===== src/rtl/arb_pkg.sv =====
// Shared types and constants for the instruction/data memory port arbiter.
package arb_pkg;

    typedef enum logic [1:0] {
        ARB_IDLE,
        ARB_I_BUSY,
        ARB_D_BUSY
    } arb_state_t;

    // RISC-V "addi x0, x0, 0", presented to the core whenever no fetched word is available.
    localparam logic [31:0] NOP_INST = 32'h0000_0013;

endpackage


===== src/rtl/arb_timeout_counter.sv =====
// Watchdog for a single bus access: counts busy cycles without an ack and flags
// the cycle in which the access must be force-completed. TIMEOUT=0 disables it.
module arb_timeout_counter #(
    parameter int unsigned TIMEOUT = 255
) (
    input  logic clk,
    input  logic reset,
    input  logic clear_i,
    input  logic enable_i,
    output logic expire_o
);

    localparam logic [7:0] LAST_CNT = (TIMEOUT != 0) ? 8'(TIMEOUT - 1) : 8'hFF;

    logic [7:0] cnt_q;
    logic [7:0] cnt_d;

    // Next count: clear wins, otherwise count up and hold at the top value.
    always_comb begin
        cnt_d = cnt_q;
        if (clear_i) begin
            cnt_d = '0;
        end else if (enable_i && (cnt_q != 8'hFF)) begin
            cnt_d = cnt_q + 8'd1;
        end
    end

    // Counter register.
    always_ff @(posedge clk or posedge reset) begin
        if (reset) begin
            cnt_q <= '0;
        end else begin
            cnt_q <= cnt_d;
        end
    end

    assign expire_o = (TIMEOUT != 0) && (cnt_q == LAST_CNT);

endmodule


===== src/rtl/mem_port_arbiter.sv =====
// Shares one single-port memory bus between the core's fetch and data sides.
// Data has priority; after MAX_D_BURST data grants with a fetch waiting, the
// fetch wins. A watchdog converts a missing ack into an error completion.
module mem_port_arbiter
    import arb_pkg::*;
#(
    parameter int unsigned MAX_D_BURST = 4,
    parameter int unsigned TIMEOUT     = 255
) (
    input  logic        clk,
    input  logic        reset,
    input  logic        if_req,
    input  logic [31:0] if_addr,
    output logic [31:0] inst,
    output logic        inst_stall,
    output logic        inst_fault,
    input  logic        d_req,
    input  logic        d_we,
    input  logic [31:0] d_addr,
    input  logic [31:0] d_wdata,
    input  logic [3:0]  d_wmask,
    output logic [31:0] d_rdata,
    output logic        d_stall,
    output logic        d_err,
    output logic        mem_req,
    output logic        mem_we,
    output logic [31:0] mem_addr,
    output logic [31:0] mem_wdata,
    output logic [3:0]  mem_wmask,
    input  logic [31:0] mem_rdata,
    input  logic        mem_ack,
    input  logic        mem_err
);

    localparam logic [3:0] BURST_MAX = 4'(MAX_D_BURST);

    arb_state_t  state_q, state_d;
    logic [3:0]  burst_q, burst_d;
    logic        mem_we_q, mem_we_d;
    logic [31:0] mem_addr_q, mem_addr_d;
    logic [31:0] mem_wdata_q, mem_wdata_d;
    logic [3:0]  mem_wmask_q, mem_wmask_d;

    logic        busy;
    logic        tmo_expire;
    logic        tmo_hit;
    logic        done;
    logic [31:0] rsp_rdata;
    logic        rsp_err;

    assign busy      = (state_q != ARB_IDLE);
    // A real ack in the expiry cycle takes precedence over the watchdog.
    assign tmo_hit   = busy && tmo_expire && !mem_ack;
    assign done      = busy && (mem_ack || tmo_hit);
    assign rsp_rdata = mem_ack ? mem_rdata : 32'h0;
    assign rsp_err   = mem_ack ? mem_err : 1'b1;

    arb_timeout_counter #(
        .TIMEOUT(TIMEOUT)
    ) u_tmo (
        .clk      (clk),
        .reset    (reset),
        .clear_i  (!busy),
        .enable_i (busy && !mem_ack),
        .expire_o (tmo_expire)
    );

    // Arbitration, request latching and core-side response muxing.
    always_comb begin
        state_d     = state_q;
        burst_d     = burst_q;
        mem_we_d    = mem_we_q;
        mem_addr_d  = mem_addr_q;
        mem_wdata_d = mem_wdata_q;
        mem_wmask_d = mem_wmask_q;
        inst        = NOP_INST;
        inst_stall  = if_req;
        inst_fault  = 1'b0;
        d_rdata     = 32'h0;
        d_stall     = d_req;
        d_err       = 1'b0;

        case (state_q)
            ARB_IDLE: begin
                if (if_req && (!d_req || (burst_q == BURST_MAX))) begin
                    state_d     = ARB_I_BUSY;
                    burst_d     = 4'd0;
                    mem_we_d    = 1'b0;
                    mem_addr_d  = if_addr;
                    mem_wdata_d = 32'h0;
                    mem_wmask_d = 4'h0;
                end else if (d_req) begin
                    state_d     = ARB_D_BUSY;
                    mem_we_d    = d_we;
                    mem_addr_d  = d_addr;
                    mem_wdata_d = d_we ? d_wdata : 32'h0;
                    mem_wmask_d = d_we ? d_wmask : 4'h0;
                    if (if_req && (burst_q != BURST_MAX)) begin
                        burst_d = burst_q + 4'd1;
                    end
                end
            end
            ARB_I_BUSY: begin
                if (done) begin
                    state_d = ARB_IDLE;
                    // A redirected pc makes the returned word stale: drop it silently.
                    if (mem_addr_q == if_addr) begin
                        inst_stall = 1'b0;
                        inst       = rsp_rdata;
                        inst_fault = rsp_err;
                    end
                end
            end
            ARB_D_BUSY: begin
                if (done) begin
                    state_d = ARB_IDLE;
                    d_stall = 1'b0;
                    // A flushed access still finishes on the bus, but the core sees nothing.
                    if (d_req) begin
                        d_rdata = mem_we_q ? 32'h0 : rsp_rdata;
                        d_err   = rsp_err;
                    end
                end
            end
            default: begin
                state_d = ARB_IDLE;
            end
        endcase
    end

    // State, burst counter and latched bus request fields.
    always_ff @(posedge clk or posedge reset) begin
        if (reset) begin
            state_q     <= ARB_IDLE;
            burst_q     <= 4'd0;
            mem_we_q    <= 1'b0;
            mem_addr_q  <= 32'h0;
            mem_wdata_q <= 32'h0;
            mem_wmask_q <= 4'h0;
        end else begin
            state_q     <= state_d;
            burst_q     <= burst_d;
            mem_we_q    <= mem_we_d;
            mem_addr_q  <= mem_addr_d;
            mem_wdata_q <= mem_wdata_d;
            mem_wmask_q <= mem_wmask_d;
        end
    end

    assign mem_req   = busy;
    assign mem_we    = mem_we_q;
    assign mem_addr  = mem_addr_q;
    assign mem_wdata = mem_wdata_q;
    assign mem_wmask = mem_wmask_q;

endmodule


===== config.mk =====
export PLATFORM = sky130hd
export DESIGN_NAME = mem_port_arbiter
export DESIGN_NICKNAME = d
export VERILOG_FILES = /design/src/rtl/arb_pkg.sv /design/src/rtl/arb_timeout_counter.sv /design/src/rtl/mem_port_arbiter.sv
export SDC_FILE = /design/constraint.sdc
export NUM_CORES = 1
export LEC_CHECK = 0
export ABC_AREA = 1
export BUFFER_PORTS_ARGS = -buffer_cell sky130_fd_sc_hd__buf_2
export CELL_PAD_IN_SITES_DETAIL_PLACEMENT = 0
export CELL_PAD_IN_SITES_GLOBAL_PLACEMENT = 1
export CORE_ASPECT_RATIO = 0.75
export CORE_MARGIN = 2
export CORE_UTILIZATION = 26
export CTS_BUF_LIST = sky130_fd_sc_hd__clkbuf_4 sky130_fd_sc_hd__clkbuf_8 sky130_fd_sc_hd__clkbuf_16
export CTS_CLUSTER_DIAMETER = 30
export DETAILED_ROUTE_END_ITERATION = 16
export PLACE_DENSITY = 0.69
export REMOVE_ABC_BUFFERS = 1
export SYNTH_ARGS = -nofsm -noshare
export SYNTH_HDL_FRONTEND = slang
export SYNTH_HIERARCHICAL = 1
export SYNTH_SLANG_ARGS = --single-unit

===== constraint.sdc =====
create_clock -name clk -period 3.3 [get_ports clk]
set_input_delay 0.495 -clock clk [delete_from_list [all_inputs] [get_ports clk]]
set_output_delay 0.495 -clock clk [all_outputs]
set_load 0.02 [all_outputs]

### Yosys cells after proc, flatten, opt, wreduce, memory -nomap -nowiden

Cells that the tools add are included.

| storage, ports and cells | value |
|---|---|
| logic and storage cells | 77 |
| input port bits | 139 |
| bits in registers | 83 |
| output and inout port bits | 138 |

| cells by class | value |
|---|---|
| mux-type cells | 39 |
| reduce and logical (&&, ||, !) cells | 19 |
| equality and inequality tests | 10 |
| add/sub/neg operators | 2 |

Operator list:

| kind | number |
|---|---|
| 2-to-1 mux 32 bit | 13 |
| equality test 32 bit | 1 |
| 2-to-1 mux 4 bit | 6 |
| 2-to-1 mux 8 bit | 2 |
| 2-to-1 mux 1 bit | 14 |
| adder 8 x 1 -> 8 bit, second input constant | 1 |
| equality test 8 bit, second input constant | 1 |
| inequality test 8 bit, second input constant | 1 |
| logical AND 1 bit | 7 |
| 2-to-1 mux 2 bit | 3 |
| nonzero test 2 bit | 3 |
| adder 4 x 1 -> 4 bit, second input constant | 1 |
| equality test 4 x 3 -> 1 bit, second input constant | 1 |
| inequality test 2 x 1 -> 1 bit, second input constant | 2 |
| inequality test 4 x 3 -> 1 bit, second input constant | 1 |
| one-hot mux 2 bit (2 select lines) | 1 |
| AND reduction 2 bit | 2 |
| inequality test 3 bit, second input constant | 1 |
| AND reduction 3 bit | 1 |
| equality test 2 x 1 -> 1 bit, second input constant | 1 |
| equality test 2 bit, second input constant | 1 |
| zero test 1 bit | 2 |
| zero test 2 bit | 1 |
| logical OR 1 bit | 2 |
| OR reduction 2 bit | 1 |

### Depth between registers and ports, before layout

| depth | value |
|---|---|
| depth after elaboration | 7 |
| depth in mapped cells | 11 |
| depth with buffers taken out | 11 |

### Hierarchy

Netlist, hierarchy kept.

Modules (own cells, without submodules):

| module | cells an instance | sequential area each (um^2) | times used | area an instance (um^2) |
|---|---|---|---|---|
| mem_port_arbiter | 615 | 1876.8 | 1 | 4360.4 |
| arb_timeout_counter | 77 | 200.2 | 1 | 534.3 |

### Worst setup path after synthesis

No wires, ideal clock.

| timing | value |
|---|---|
| path kind | register -> output |
| start | reg u_tmo.cnt_q[0] |
| end | out inst[14] |
| arrival time | 1.863 ns |
| data required time | 2.805 ns |
| setup slack | 0.942 ns |
| path buffers | 1 |
| stages on the path, launching flop included | 12 |
| cell sequence | dfrtp_1 inv_1 ha_1 nand2_1 nor2_1 nor2_2 nor2_4 nand2_1 nor2_2 nand3_2 buf_6 nor3_1 |

| on the way | value |
|---|---|
| cells in the longest elaborated chain, start to end | 7 |

RTL lines:

| item | RTL line | text |
|---|---|---|
| from (decl) | arb_timeout_counter.sv:15 | `logic [7:0] cnt_q;` |
| from (signal assigned) | arb_timeout_counter.sv:33 | `cnt_q <= cnt_d;` |
| equality test 8 bit | arb_timeout_counter.sv:37 | `assign expire_o = (TIMEOUT != 0) && (cnt_q == LAST_CNT);` |
| via tmo_expire | mem_port_arbiter.sv:45 | `logic tmo_expire;` |
| logical AND 1 bit (2 in series) | mem_port_arbiter.sv:53 | `assign tmo_hit = busy && tmo_expire && !mem_ack;` |
| logical OR 1 bit | mem_port_arbiter.sv:54 | `assign done = busy && (mem_ack \|\| tmo_hit);` |
| logical AND 1 bit | mem_port_arbiter.sv:54 |  |
| 2-to-1 mux 32 bit | mem_port_arbiter.sv:104 | `if (done) begin` |
| 2-to-1 mux 32 bit | mem_port_arbiter.sv:83 | `case (state_q)` |
| to (decl) | mem_port_arbiter.sv:14 | `output logic [31:0] inst,` |

The timed path passes the listed nets, and every way through them passes these cells.

### Final worst setup path

| timing | value |
|---|---|
| start | reg u_tmo.cnt_q[6] |
| end | out inst[0] |

The elaborated chain is that of the path after synthesis.

==> results.ini <==
[setup_path]
crit_path_end_kind=output port
start_kind=flop
crit_fanout=31
path_class=reg -> out
reg2regPathDepth=6
crit_arrival_ns=2.35
required_ns=2.80
crit_chain=nand2_1, nor2_2, nand2_1, nor2_1, nor2_2, nor2_4, nand2_1, nor2_2, nand3_2, buf_4, nor2_1, nand2_1, buf_2
critPathMostFrequentCell=nand2_1
cp_slowest_cell=dfrtp_1
cpPeakStageDelay_ns=0.40

[logic_synthesis]
syn_avg_cell_area_um2=7.07
synth-simple-area-share_pct=29.7
synthAdderAreaFrac_pct=1.79
ys_warn_count=6
ys_types=33
synthXorXnorAreaFrac_pct=2.15
yosysSeqAreaShare_pct=42.4
ys_ff_latch=83
synth_area_um2=4890
synth_top_family_by_area=simple AND/OR/NAND/NOR gates
synth_compound_area_share_pct=12.7
syn_inst=692
muxShareOfSynthArea_pct=0

[floorplan]
coreArea_um2=18500
io_pins=277
die-width_um=162
start_util_pct=26.5
die_h_um=123
rows=43
design.die.area_um2=20000

[drt]
wl_um=16900
drc_errors=0
drtIter0Drc=287
routedWlPerCell_um=14.0
vias=5216
ant_nets=0
firstDrtPassIters=5
avgViaCountPerCell=4.32

[pwr]
p_seq_share_pct=34.5
swShare_pct=45.8
p_clk_share_pct=19.1
peakVddDrop_uv=353
p_int_w=0.00271
p_total_w=0.00501
comb_power_share_pct=46.4
powerDensity_nw_per_um2=738
p_leak_nw=3.76
switchingPower_w=0.00230

[placement]
placed_area_um2=6510
dp.cells=1192
port_buffers=276
routabilityCongestion=0.808
hpwlAfterDp_um=12600

[cts]
cts_hold_buf=0
tritoncts=done
cts_buffers=9
path_clk_slew_ns=0.07
root_buffer=clkbuf_16
post-cts-setup-buffers=0
cts_resized=0
clk_latency_ns=0.34
clock_sinks=83
clk_path_buf_depth=2
htree_levels=3

[sta]
period_share_pct=86.1
max-slew-margin-rel_pct=47.4
setup_tns_ns=0
setup_viol=0
worst_slew_pin_slew_ns=0.788
slew_viol_final=0
fin_crit_ns=2.84
clock_skew_ns=0.0145
fmax_ghz=0.352
hold_violations=0
rsz0062_at_grt=false

[layout]
drive_above_1_share_pct=34.5
fin_cells=1207
nets=1102
antenna_cells=0
fin_util_pct=36.8
fill_cells=1998
area_growth_syn_to_layout_pct=38.6
stdcell_area_um2=6780

[global_routing]
antenna_found_initial=0
grt_pass1_vias=4852
gr-usage-all-layers_pct=16.5
gr-total-overflow=0
grt_start_max_net_pins=50
grt_pass1_wl_um=25600

[status]
status=completed

[min_path]
hp-class=in -> async

[run]
cap_violations=0

[layer usage]
metal / track usage, % / share of wire, % / up-vias
met5: 0 / 0 / -
met4: 2.65 / 0.60 / 0
met3: 5.71 / 8.4 / 7
met2: 25.8 / 44 / 187
met1: 22.5 / 47 / 2326
li1: - / - / 2696
[logic make-up (layout without fill, tap and decap cells)]
| group | Yosys count | after routing |
|---|---|---|
| XOR/XNOR | 12 | 12 |
| AO/OA/AOI/OAI | 117 | 117 |
| adder cells (fa/ha/maj) | 7 | 7 |
| flip-flops | 83 | 83 |
| AND/OR/NAND/NOR | 340 | 340 |
| buffers and inverters | 133 | 401 |
[critical path: cells and delay by family, from the launching register on]
kind | cells | cell delay (ns)
flops | 1 | 0.40
buf+inv | 2 | 0.42
simple gates | 11 | 1.19
[path summary, 6_finish.rpt]
kind	endpoint	slack [ns]	startpoint
max reg2reg	mem_wdata[18]$_DFFE_PP0P_	0.92	state_q[0]$_DFFE_PP0P_
min	u_tmo/cnt_q[1]$_DFFE_PP0P_	0.11	reset
max	inst[0]	0.46	u_tmo/cnt_q[6]$_DFFE_PP0P_
min reg2reg	mem_wdata[30]$_DFFE_PP0P_	0.48	mem_wdata[30]$_DFFE_PP0P_
max in group asynchronous	burst_q[3]$_DFFE_PP0P_	2.37	reset
min in group clk	mem_wdata[12]$_DFFE_PP0P_	0.38	d_wdata[12]
[synthesized netlist by cell type (all sizes together)]
cell / n / area (µm²)
o211ai: 1 / 7.51
nor3b: 1 / 7.51
nor2: 103 / 417
nor3: 33 / 215
nand2: 185 / 709
or2: 1 / 6.26
ha: 7 / 87.6
o32ai: 1 / 8.76
o21a: 1 / 7.51
clkinv: 1 / 8.76
buf: 21 / 123
nand4: 3 / 18.8
nand3: 14 / 80.1
xor2: 3 / 26.3
dfrtp: 83 / 2080
o22ai: 20 / 125
inv: 100 / 375
clkbuf: 11 / 41.3
o21ai: 92 / 464
a21oi: 2 / 10.0
xnor2: 9 / 78.8
[cell type report]
class                           instances  area, µm²  share of cell area [%]
Clock buffer                            9        225                    3.32
Clock inverter                          6       48.8                   0.719
Inverter                              101        385                    5.68
Multi-Input combinational cell        476       2280                    33.6
Sequential cell                        83       2080                    30.6
Tap cell                              247        309                    4.56
Timing Repair Buffer                  285       1460                    21.5
[power by group through the flow]
stage / registers (W) / clock network (W) / logic, W
floorplan: 0.00219 / 0 / 0.000982
global placement: 0.00173 / 0 / 0.00238
detailed placement: 0.00173 / 0 / 0.00237
CTS: 0.00173 / 0.000998 / 0.00237
global route: 0.00179 / 0.00104 / 0.00259
finish: 0.00173 / 0.000959 / 0.00232
[state kept, by name (all words and copies together) (netlist names)]
register     cells
mem_addr        32
mem_wdata       32
u_tmo/cnt_q      8
burst_q          4
mem_wmask        4
state_q          2
mem_we           1
[per-stage QoR]
step / hold WS [ns] / worst slack, ns
2_1_floorplan: 0.311 / 0.557
3_3_place_gp: 0.461 / 0.847
3_5_place_dp: 0.469 / 0.810
4_1_cts: 0.108 / 0.436
5_1_grt: 0.122 / 0.239
6_report: 0.111 / 0.458
[placed cells by master (no fill, tap or decap)]
| cell | instances |
|---|---|
| nor2_4 | 3 |
| dfrtp_1 | 83 |
| nand2_2 | 3 |
| o32ai_1 | 1 |
| nand2_1 | 181 |
| o211ai_1 | 1 |
| a21oi_1 | 2 |
| nor2_1 | 97 |
| o21ai_0 | 71 |
| o21ai_1 | 20 |
| o21ai_4 | 1 |
| clkinv_2 | 1 |
| inv_6 | 3 |
| buf_12 | 1 |
| xnor2_1 | 9 |
| nor3b_1 | 1 |
| or2_2 | 1 |
| o22ai_1 | 20 |
| clkbuf_16 | 9 |
| xor2_1 | 3 |
| buf_2 | 276 |
| buf_4 | 8 |
| nor3_1 | 23 |
| nand3_2 | 2 |
| clkinv_4 | 1 |
| nand2_4 | 1 |
| nand3_1 | 12 |
| nand4_1 | 3 |
| nor3_2 | 10 |
| o21a_1 | 1 |
| clkinvlp_4 | 3 |
| ha_1 | 7 |
| nor2_2 | 3 |
| inv_1 | 94 |
| inv_2 | 5 |
(Power assumes the default switching activity.)
